### src/rtl/spi_ram_ctrl.sv
// Command sequencer turning 10-bit SPI frames into single-port RAM cycles.
// Optional build macro SPI_RAM_AUTO_INC_EN: post-increment wr_addr/rd_addr on each WRITE/READ.
module spi_ram_ctrl #(
  parameter int ADDR_WIDTH = 8,
  parameter int RD_LATENCY = 1
) (
  input  logic                  clk,
  input  logic                  rst_n,
  input  logic [9:0]            rx_data,
  input  logic                  rx_valid,
  output logic [7:0]            tx_data,
  output logic                  tx_valid,
  output logic                  mem_en,
  output logic                  mem_we,
  output logic [ADDR_WIDTH-1:0] mem_addr,
  output logic [7:0]            mem_wdata,
  input  logic [7:0]            mem_rdata,
  output logic                  busy,
  output logic                  drop_err
);

  typedef enum logic [1:0] {
    IDLE    = 2'd0,
    WRITE   = 2'd1,
    RD_WAIT = 2'd2
  } state_t;

  localparam logic [1:0] OP_SET_WADDR = 2'b00;
  localparam logic [1:0] OP_WRITE     = 2'b01;
  localparam logic [1:0] OP_SET_RADDR = 2'b10;
  localparam logic [1:0] LAT_INIT     = RD_LATENCY[1:0];

  state_t                  state;
  logic                    rx_valid_q;
  logic [ADDR_WIDTH-1:0]   wr_addr;
  logic [ADDR_WIDTH-1:0]   rd_addr;
  logic [1:0]              lat_cnt;
  logic                    accept;
  logic [1:0]              opcode;
  logic [7:0]              payload;

  // A level held high on rx_valid counts as a single frame.
  assign accept  = rx_valid & ~rx_valid_q;
  assign opcode  = rx_data[9:8];
  assign payload = rx_data[7:0];
  assign busy    = (state != IDLE);

  always_ff @(posedge clk or negedge rst_n) begin
    if (!rst_n) begin
      state      <= IDLE;
      rx_valid_q <= 1'b0;
      wr_addr    <= '0;
      rd_addr    <= '0;
      lat_cnt    <= 2'd0;
      tx_data    <= 8'd0;
      tx_valid   <= 1'b0;
      mem_en     <= 1'b0;
      mem_we     <= 1'b0;
      mem_addr   <= '0;
      mem_wdata  <= 8'd0;
      drop_err   <= 1'b0;
    end else begin
      rx_valid_q <= rx_valid;
      tx_valid   <= 1'b0;

      if (accept && state != IDLE) begin
        drop_err <= 1'b1;
      end

      case (state)
        IDLE: begin
          if (accept) begin
            case (opcode)
              OP_SET_WADDR: wr_addr <= payload[ADDR_WIDTH-1:0];
              OP_WRITE: begin
                mem_en    <= 1'b1;
                mem_we    <= 1'b1;
                mem_addr  <= wr_addr;
                mem_wdata <= payload;
                state     <= WRITE;
`ifdef SPI_RAM_AUTO_INC_EN
                wr_addr   <= wr_addr + 1'b1;
`endif
              end
              OP_SET_RADDR: rd_addr <= payload[ADDR_WIDTH-1:0];
              default: begin
                mem_en   <= 1'b1;
                mem_we   <= 1'b0;
                mem_addr <= rd_addr;
                lat_cnt  <= LAT_INIT;
                state    <= RD_WAIT;
`ifdef SPI_RAM_AUTO_INC_EN
                rd_addr  <= rd_addr + 1'b1;
`endif
              end
            endcase
          end
        end
        WRITE: begin
          mem_en <= 1'b0;
          mem_we <= 1'b0;
          state  <= IDLE;
        end
        RD_WAIT: begin
          mem_en <= 1'b0;
          // Capture one edge after the counter has run down to zero.
          if (lat_cnt == 2'd0) begin
            tx_data  <= mem_rdata;
            tx_valid <= 1'b1;
            state    <= IDLE;
          end else begin
            lat_cnt <= lat_cnt - 1'b1;
          end
        end
        default: state <= IDLE;
      endcase
    end
  end

endmodule

### config.mk
export PLATFORM = sky130hd
export DESIGN_NAME = spi_ram_ctrl
export DESIGN_NICKNAME = d
export VERILOG_FILES = /design/src/rtl/spi_ram_ctrl.sv
export SDC_FILE = /design/constraint.sdc
export NUM_CORES = 1
export LEC_CHECK = 0
export ABC_AREA = 1
export CAP_MARGIN = 20
export CORE_MARGIN = 2
export CORE_UTILIZATION = 45
export CTS_BUF_LIST = sky130_fd_sc_hd__clkbuf_8
export DETAILED_ROUTE_END_ITERATION = 6
export DONT_BUFFER_PORTS = 1
export GPL_ROUTABILITY_DRIVEN = 0
export GPL_TIMING_DRIVEN = 1
export PLACE_DENSITY_LB_ADDON = 0.15
export SLEW_MARGIN = 10
export SYNTH_ARGS = -nofsm -noshare
export SYNTH_HDL_FRONTEND = slang
export SYNTH_SLANG_ARGS = --single-unit
### constraint.sdc
create_clock -name clk -period 2.2 [get_ports clk]
set_input_delay 0.22 -clock clk [delete_from_list [all_inputs] [get_ports clk]]
set_output_delay 0.22 -clock clk [all_outputs]
set_load 0.01 [all_outputs]
==> summary.md, run 1 <==
| Metric | Value |
|---|---|
| Clock Latency Late Sink | `300 ps` |
| Clock buffer depth | `2` |
| All-Layer GR Usage | `17.66%` |
| Die Area | `between 5000 and 6000 um2` |
| Clock sinks | `49` |
| Initial DRC count | `about 130` |
| Post-Syn Instances | `265` |
| # diodes | `0` |
| Register area share after synthesis | `55.40%` |
| Most frequent cell on the critical path | `nand2_1` |
| Unique masters post-synth | `17` |
| Total of max-cap violations | `0` |
| Initial core utilization | `~47%` |
| Cts-stage hold buffer count | `3` |
| Initial antenna violation count | `0` |
| Routed wire per std cell | `about 13 um` |
| Largest net degree at the start of global routing | `50` |
| Post-CTS Setup Bufs | `0` |
| H-tree depth | `2` |
| Post-synth top area cell | `dfrtp_1` |
| CTS tree | `yes` |
| Hold path depth | `2` |
| Ys Warns | `0` |
| Fin. Hold Viols | `0` |
| Layout fillers | `445` |
| Inst Count DP | `330` |
| Number of global-route vias before repair | `approximately 1,600` |
| Setup violations, final | `0` |
| Worst-path cell chain | `inv_1 -> ha_1 -> nand3_4 -> nor2_8 -> nand2_2 -> nand2_1 -> nand2_1` |
| Status | `finished clean` |
| Proportion of netlist area held by the largest area contributor | `~55%` |
| Slowest CP cell | `dfrtp_1` |
| Worst path max stage delay | `around 420 ps` |
| Hold WS | `between 20 and 30 ps` |
| Finished Layout Cells | `340` |
| CP endpoint kind | `register` |
| Critical Path RT | `between 2000 and 2500 ps` |
| # rows | `25` |
| Crit path max-delay family | `simple AND/OR/NAND/NOR gates` |
| Clock Skew | `4.875 ps` |
| First-pass iteration count of the detailed router | `4` |
| Synth Cell Area | `about 2200 um2` |
| Largest fanout on the critical path | `18` |
| Leak | `between 1 and 1.5 nW` |
| Post-CTS resize count | `0` |
| Core area | `about 4700 um2` |
| FF+latch count, synth | `a little under 50` |
| Avg Cell Area, Syn | `around 8.4 um2` |
| Max IR drop VDD | `a little under 0.0006 V` |
| DP HPWL | `3.223 mm` |
| Power Density | `between 1000 and 1500 nW/um2` |
| Port Buf Inserts | `0` |
| Area after DPL | `2278 um2` |
| Drt total wl | `roughly 4.6 mm` |
| Final instance area | `2416 um2` |
| Area Growth Syn to Fin | `9.158%` |
| Rel. slew slack | `a little under three quarters` |
| Fmax achieved | `549.9 MHz` |
| Final Max Tran Viols | `0` |
| Die Width | `74.13 um` |
| Unrepaired setup endpoints after global routing | `no` |
| Final period util | `82.65%` |
| Synth area leaders | `dfrtp_1 (55%), nand2_1 (25%), nand3_1 (4.5%)` |
| Worst-path clk slew | `~80 ps` |
| Cts bufs inserted | `5` |
| DR vias | `1,672` |
| Routed Antenna Nets | `0` |
| Die Span Y | `between 70 and 80 um` |
| Nets | `300` |
| Hold crit path type | `in2reg` |
| Reg2Reg Depth | `7` |
| Clk root buf | `clkbuf_8` |
| Startpoint type of the worst setup path | `register` |
| I/O pin count | `50` |
| First-pass GRT wire length | `between 7 and 8 mm` |
| Syn nets | `292` |
| Worst-margin pin slew | `434.8 ps` |
| Share of cells above drive strength 1 | `around 7.3%` |
| Total gr overflow | `0` |
| Critical Path AT | `around 2000 ps` |
| Worst Setup Path Type | `reg2reg` |
| Worst Path Buf+Inv | `1` |
| Via density | `between 4 and 5` |
| Period minus WS final | `approximately 1800 ps` |
| DRC viols | `0` |
| Setup tns final | `0 ps` |
| Critical path depth | `7` |
metal layers:
| layer | up-vias | GRT usage [%] | part of all wire [%] |
|---|---|---|---|
| li1 | 843 | - | - |
| met2 | 57 | 28.77 | 48 |
| met3 | 4 | 5.827 | 7.5 |
| met4 | 0 | 6.061 | 0.68 |
| met5 | - | 0 | 0 |
| met1 | 768 | 22.15 | 44 |
area by class of cell:
cell class                      count  area [um2]  share of cell area [%]
Clock inverter                      1       7.507                  0.3107
Clock buffer                        6       82.58                   3.418
Inverter                           16       60.06                   2.486
Multi-Input combinational cell    198       908.4                   37.60
Sequential cell                    49        1226                   50.75
Timing Repair Buffer                3       47.55                   1.968
Tap cell                           67       83.83                   3.470
synthesized netlist by cell type, drive strengths merged:
cell type,n
ha,6
dfrtp,49
nand3,21
inv,14
buf,2
o21ai,8
nand4,5
o21bai,1
clkinv,2
nor2,8
nand2,149
worst reg2reg max path, delay by kind of cell, from the launching register on:
family | cells | cell delay [ps]
adders and majority gates | 1 | 310
DFF | 1 | 420
buffers and inverters | 1 | 120
and+or+nand+nor | 5 | 870
state kept, by name (all words and copies together) (netlist names):
signal      cells
rx_valid_q      1
mem_wdata       8
mem_en          1
mem_we          1
drop_err        1
lat_cnt         2
wr_addr         8
tx_valid        1
rd_addr         8
tx_data         8
state           2
mem_addr        8
placed cells by master, fill, tap and decap left out:
cell type / count
nor2_8: 2
o21ai_0: 8
nand3_1: 20
nand4_1: 5
nor2_2: 2
dlygate4sd3_1: 2
nor2_1: 4
clkinv_1: 2
nand3_4: 1
ha_1: 6
nand2_2: 4
clkbuf_8: 6
o21bai_1: 1
nand2_1: 145
clkinvlp_4: 1
inv_1: 11
buf_16: 1
dfrtp_1: 49
inv_2: 3
path summary, 6_finish.rpt:
kind / from / endpoint / slack [ps]
max: state[1] / mem_wdata[4] / 380
min: mem_rdata[4] / tx_data[4] / 30
max reg2reg: state[1] / mem_wdata[4] / 380
min reg2reg: lat_cnt[1] / lat_cnt[1] / 480
max in group asynchronous: rst_n / rd_addr[3] / 1530
min in group asynchronous: rst_n / mem_addr[5] / 430
report_power, final:
| part | internal (W) | total [W] | leakage (nW) | switching (W) |
|---|---|---|---|---|
| registers | 0.00129 | 0.00164 | 0.615 | 0.000347 |
| clock network | 0.000249 | 0.000534 | 0.0433 | 0.000285 |
| logic | 0.000313 | 0.000876 | 0.663 | 0.000563 |
through the flow:
stage,util [%],worst slack (ps),total power [W]
6_report,51.15,381.6,0.003047
3_5_place_dp,48.24,370.9,0.002516
3_3_place_gp,48.24,439.1,0.002492
5_1_grt,51.15,209.3,0.003323
2_1_floorplan,-,805.9,0.002305
4_1_cts,51.15,360.1,0.003072
cells by family after synthesis:
family                     synth area share [%]
adders and majority gates                 3.392
DFF                                       55.40
and+or+nand+nor                           35.50
AOI/OAI and AO/OA                         2.148
buffers and inverters                     3.562
Note: power is estimated with default switching activity, not from simulation.
==> run 2, diff against run 1 <==
Clock period 2.2 ns to 1.8 ns, I/O delays scaled along.
==> run 2 against run 1 <==
Clock power is 23% higher. Combinational power is 30% higher. Final cell count is 6.8% higher. Via count is 6.2% higher. Critical path depth stayed put. Design area is 9.2% higher. Clock skew is 3.3 ps higher. Sequential power is 21% higher. Non-clock buffer count is 23 higher. Register-to-register slack worse by 200 ps. Total power is 24% higher. Sequential share of layout area is 4.3 points lower.
==> summary.md, run 2 (synthesized netlist as in run 1, its figures left out) <==
| Metric | Value |
|---|---|
| Routed Antenna Nets | `0 (unchanged)` |
| Hold crit path type | `in2reg` |
| Routed wire per std cell | `13.52 um (+0.84%)` |
| Core area | `4723 um2 (unchanged)` |
| # diodes | `0 (unchanged)` |
| Post-CTS resize count | `0 (unchanged)` |
| Critical Path RT | `2000 ps (-390 ps)` |
| # rows | `25 (unchanged)` |
| Cts-stage hold buffer count | `19 (+16)` |
| Port Buf Inserts | `0 (unchanged)` |
| Critical Path AT | `1820 ps (-190 ps)` |
| Initial antenna violation count | `0 (unchanged)` |
| Max IR drop VDD | `0.0006814 V (+15%)` |
| First-pass GRT wire length | `7.962 mm (+9.4%)` |
| Number of global-route vias before repair | `1,725 (+9.9%)` |
| Initial core utilization | `46.86% (unchanged)` |
| First-pass iteration count of the detailed router | `4 (unchanged)` |
| Inst Count DP | `333 (+0.91%)` |
| Clock sinks | `49 (unchanged)` |
| Final period util | `89.95% (+7.3 points)` |
| Status | `finished clean` |
| Die Span Y | `74.13 um (unchanged)` |
| Post-CTS Setup Bufs | `0 (unchanged)` |
| Total Power Consumption | `0.003791 W (+24%)` |
| Die Area | `5495 um2 (unchanged)` |
| Area Growth Syn to Fin | `19.22%` |
| Largest net degree at the start of global routing | `50 (unchanged)` |
| Worst Setup Path Type | `reg2reg` |
| Hold path startpoint | `rx_data[5]` |
| Worst-path clk slew | `80 ps (about the same)` |
| Finished Layout Cells | `363 (+6.8%)` |
| Leak | `1.419 nW (+7.4%)` |
| Commonest non-fill, non-tap cell in the layout | `nand2_1` |
| Final Max Tran Viols | `0 (unchanged)` |
| Share of cells above drive strength 1 | `7.770% (+0.44 points)` |
| Via density | `4.890 (-0.57%)` |
| DP HPWL | `3.309 mm (+2.7%)` |
| Total gr overflow | `0 (unchanged)` |
| Clock buffer depth | `2 (unchanged)` |
| Setup violations, final | `0 (unchanged)` |
| All-Layer GR Usage | `19.33% (+1.7 points)` |
| Crit path from | `state[0]` |
| Die Width | `74.13 um (unchanged)` |
| I/O pin count | `50 (unchanged)` |
| Largest fanout on the critical path | `14 (-4)` |
| Total of max-cap violations | `0 (unchanged)` |
| DR vias | `1,775 (+6.2%)` |
| CTS tree | `yes` |
| Most frequent cells in the layout | `nand2_1 (145), dfrtp_1 (49), dlygate4sd3_1 (22), nand3_1 (20), inv_1 (11)` |
| Setup tns final | `0 ps (unchanged)` |
| Core Util, Final | `55.87% (+4.7 points)` |
| Worst-margin pin slew | `415.2 ps (-19.63 ps)` |
| Clock Latency Late Sink | `300 ps (about the same)` |
| Fmax achieved | `617.6 MHz (+12%)` |
| DRC viols | `0 (unchanged)` |
| Origin of the critical flop-to-flop path | `state[0]` |
| Rel. slew slack | `72.29% (+1.3 points)` |
| Unrepaired setup endpoints after global routing | `no` |
| Power Density | `1436 nW/um2 (+14%)` |
| Clock Skew | `8.134 ps (+3.259 ps)` |
| Cts bufs inserted | `5 (unchanged)` |
| Initial DRC count | `108 (-19%)` |
| Nets | `323 (+7.7%)` |
| Period minus WS final | `1619 ps (-199.2 ps)` |
| Startpoint type of the worst setup path | `register` |
| H-tree depth | `2 (unchanged)` |
| Clk root buf | `clkbuf_8` |
| Fin. Hold Viols | `0 (unchanged)` |
| CP endpoint kind | `register` |
| Drt total wl | `4.907 mm (+7.7%)` |
==> run 2: critical path: stages, from the launching register on <==
cell,delay [ps]
dfrtp_1,410
inv_1,120
ha_1,310
nand3_4,150
nor2_8,220
nand2_2,170
nand2_1,100
nand2_1,50
==> run 2: path summary, 6_finish.rpt <==
check                      slack [ps]  depth (start not counted)      endpoint
setup / recovery                  180                          7  mem_wdata[6]
hold / removal                     10                          2  mem_wdata[5]
setup reg to reg                  180                          7  mem_wdata[6]
hold reg to reg                   480                          2    wr_addr[4]
max in group asynchronous        1200                          2        mem_en
min in group asynchronous         380                          2   mem_addr[2]
==> run 2: power by group <==
| part | leakage, nW | switching, W | total (W) | internal (W) |
|---|---|---|---|---|
| combinational | 0.761 | 0.000707 | 0.00114 | 0.000431 |
| sequential | 0.615 | 0.000418 | 0.00199 | 0.00158 |
| clock | 0.0433 | 0.000354 | 0.000658 | 0.000304 |
==> run 2: layout make-up <==
| cell class | instances | area (um2) |
|---|---|---|
| Timing Repair Buffer | 26 | 270.3 |
| Tap cell | 67 | 83.83 |
| Clock buffer | 6 | 82.58 |
| Sequential cell | 49 | 1226 |
| Fill cell | 440 | 2085 |
| Clock inverter | 1 | 7.507 |
| Inverter | 16 | 60.06 |
| Multi-Input combinational cell | 198 | 908.4 |
==> run 2: metal layers <==
layer	global-route usage, %	vias to the layer above	routed length, um
li1	-	891	-
met1	23.94	827	2170
met4	8.687	0	103
met3	6.098	11	278
met2	31.05	46	2355
met5	0	-	0
==> run 2: metrics by stage <==
stage | instance area, um2 | hold WS, ps | setup slack [ps]
floorplan | 2213 | -115.6 | 405.9
global placement | 2301 | -114.3 | 214.8
detailed placement | 2301 | -114.4 | 167.3
CTS | 2599 | 2.477 | 153.0
global route | 2639 | 0.03447 | 18.97
finish | 2639 | 12.63 | 180.8
==> run 3, diff against run 2 <==
Settings changed: ABC_AREA 1 to default.
==> run 3 against run 2 <==
Total power up 1.2%. Critical path depth shrank 2. Final cell count decreased by 38%. Global-route usage shrank 4.0 points. First-iteration DRC count fell by 47%. Critical endpoint is now state[1]. Largest cell class unchanged. Highest routed layer unchanged.
==> summary.md, run 3 <==
| Metric | Value |
|---|---|
| Status | `finished clean` |
| Fmax achieved | `589.7 MHz (-4.5%)` |
| FF+latch count, synth | `49 (unchanged)` |
| Final instance area | `2370 um2 (-10%)` |
| Nets | `196 (-39%)` |
| CTS tree | `yes` |
| Via density | `5.571 (+14%)` |
| Clock sinks | `49 (unchanged)` |
| Startpoint type of the worst setup path | `register` |
| First-pass iteration count of the detailed router | `4 (unchanged)` |
| Rel. slew slack | `63.77% (-8.5 points)` |
| Proportion of netlist area held by the largest area contributor | `57.61% (+2.2 points)` |
| Post-Syn Instances | `157 (-41%)` |
| Die Area | `5295 um2 (-3.6%)` |
| Layout fillers | `424 (-3.6%)` |
| Port Buf Inserts | `0 (unchanged)` |
| Die Span Y | `72.77 um (-1.8%)` |
| Worst-path clk slew | `90 ps (about the same)` |
| Clock buffer depth | `2 (unchanged)` |
| Area after DPL | `2223 um2 (-3.4%)` |
| Final Max Tran Viols | `0 (unchanged)` |
| # diodes | `0 (unchanged)` |
| Total gr overflow | `0 (unchanged)` |
| Reg2Reg Depth | `5 (-2)` |
| Post-CTS Setup Bufs | `0 (unchanged)` |
| Final period util | `94.22% (+4.3 points)` |
| Clk root buf | `clkbuf_8` |
| DRC viols | `0 (unchanged)` |
| Worst slack, placed | `32.83 ps (-134.5 ps)` |
| CP endpoint kind | `register` |
| Hold path depth | `1 (-1)` |
| Largest net degree at the start of global routing | `50 (unchanged)` |
| Initial DRC count | `57 (-47%)` |
| Routed Antenna Nets | `0 (unchanged)` |
| Inst Count DP | `213 (-36%)` |
| Register area share after synthesis | `57.61% (+2.2 points)` |
| Die Width | `72.77 um (-1.8%)` |
| Max IR drop VDD | `0.0005919 V (-13%)` |
| Finished Layout Cells | `224 (-38%)` |
| Setup WS post-layout | `104.1 ps (-76.72 ps)` |
| Worst r2r dst | `state[1]` |
| Total of max-cap violations | `0 (unchanged)` |
| Number of global-route vias before repair | `1,290 (-25%)` |
| Most frequent cells in the layout | `dfrtp_1 (49), mux2_2 (32), mux2i_1 (11), o21ai_0 (9), nand2_1 (9)` |
| R2r setup slk | `100 ps (-80 ps)` |
| DR vias | `1,248 (-30%)` |
| Worst-margin pin slew | `529.8 ps (+114.6 ps)` |
| # rows | `25 (unchanged)` |
| Async S/R FF share, synth | `100.0% (unchanged)` |
| Critical Path RT | `2030 ps (+30 ps)` |
| Avg Cell Area, Syn | `13.56 um2 (+62%)` |
| Syn nets | `184 (-37%)` |
| Hold path startpoint | `rx_data[5]` |
| Cts bufs inserted | `5 (unchanged)` |
| Routed wire per std cell | `16.89 um (+25%)` |
| Setup tns final | `0 ps (unchanged)` |
| Core area | `4629 um2 (-2.0%)` |
| Ys Warns | `0 (unchanged)` |
| I/O pin count | `50 (unchanged)` |
| Post-synth top cells | `dfrtp_1 (49), mux2_2 (32), mux2i_1 (11)` |
| Share of cells above drive strength 1 | `31.76% (+24 points)` |
| Power Density | `1619 nW/um2 (+13%)` |
| Leak | `1.068 nW (-25%)` |
| Initial core utilization | `45.97% (-0.89 points)` |
| Post-synth EDFFs | `0 (unchanged)` |
| Hold crit path type | `in2reg` |
| Post-synth top area cell | `dfrtp_1` |
| Area Growth Syn to Fin | `11.35%` |
| First-pass GRT wire length | `6.037 mm (-24%)` |
| All-Layer GR Usage | `15.37% (-4.0 points)` |
| Unrepaired setup endpoints after global routing | `no` |
| Clock Skew | `3.036 ps (-5.098 ps)` |
| Fin. Hold Viols | `0 (unchanged)` |
| Synth area leaders | `dfrtp_1 (58%), mux2_2 (17%), mux2i_1 (5.2%)` |
| Commonest non-fill, non-tap cell in the layout | `dfrtp_1` |
| Critical Path AT | `1930 ps (+110 ps)` |
| DP HPWL | `2.734 mm (-17%)` |
| Drt total wl | `3.784 mm (-23%)` |
| Worst Setup Path Type | `reg2reg` |
| Initial antenna violation count | `0 (unchanged)` |
| Clock Latency Late Sink | `300 ps (about the same)` |
| Period minus WS final | `1696 ps (+76.72 ps)` |
| Largest fanout on the critical path | `13 (-1)` |
| Synth Cell Area | `2128 um2 (-3.8%)` |
| H-tree depth | `2 (unchanged)` |
| Unique masters post-synth | `29 (+12)` |
| Hold Path End | `rd_addr[5]` |
| Core Util, Final | `51.19% (-4.7 points)` |
| Most common cell in the synthesized netlist | `dfrtp_1` |
| Top FF cell, synth | `dfrtp_1` |
| Setup violations, final | `0 (unchanged)` |
| Origin of the critical flop-to-flop path | `state[1]` |
[run 3: power breakdown]
group | total [W] | internal, W | switching, W
Clock | 0.000674 | 0.000312 | 0.000363
Combinational | 0.00110 | 0.000601 | 0.000503
Sequential | 0.00206 | 0.00161 | 0.000445
[run 3: worst max-delay path by stage]
stage	start	end	slack (ps)	cells after the start
2_1_floorplan	state[0]	wr_addr[0]	120	5
3_3_place_gp	state[0]	tx_data[3]	200	4
5_1_grt	state[1]	state[1]	8	5
4_1_cts	state[0]	state[1]	40	5
3_5_place_dp	state[0]	state[1]	30	5
6_report	state[1]	state[1]	100	5
[run 3: through the flow]
step / power, W / hold slack [ps]
final: 0.003837 / 16.83
after global routing: 0.004118 / 0.8029
after CTS: 0.003874 / 8.463
after detailed placement: 0.003173 / -114.3
after global placement: 0.003083 / -114.3
after floorplan: 0.002892 / -115.6
[run 3: repair_timing]
item                       4_1_cts  5_1_grt
hold endpoints to repair        50        0
setup endpoints to repair        0        3
gates resized for setup          0        2
hold buffers                     3        0
[run 3: per-layer routing]
metal	vias up	routed length, um	GRT usage, %
met5	-	0	0
met1	633	1575	17.55
li1	571	-	-
met4	0	95	9.259
met3	8	242	6.077
met2	36	1871	24.24
[run 3: critical path, cell delays in order (launching register included)]
cell	delay (ps)
dfrtp_1	400
inv_1	110
ha_2	210
buf_4	180
a221oi_1	480
mux2i_1	250
[run 3: kinds of logic after synthesis]
| kind of cell | share of synthesized area [%] |
|---|---|
| compound gates | 4.997 |
| flops | 57.61 |
| simple gates | 8.818 |
| mux | 22.11 |
| fa+ha+maj | 3.527 |
| buf+inv | 2.939 |
[run 3: final cells by class]
type                       count  area [um2]  share of cell area [%]
sequential                    49        1226                   51.74
multi-input combinational     94       842.1                   35.53
timing repair buffer          11       107.6                   4.541
clock buffer                   6       82.58                   3.485
tap                           54       67.56                   2.851
inverter                       8       30.03                   1.267
clock inverter                 2       13.76                  0.5808
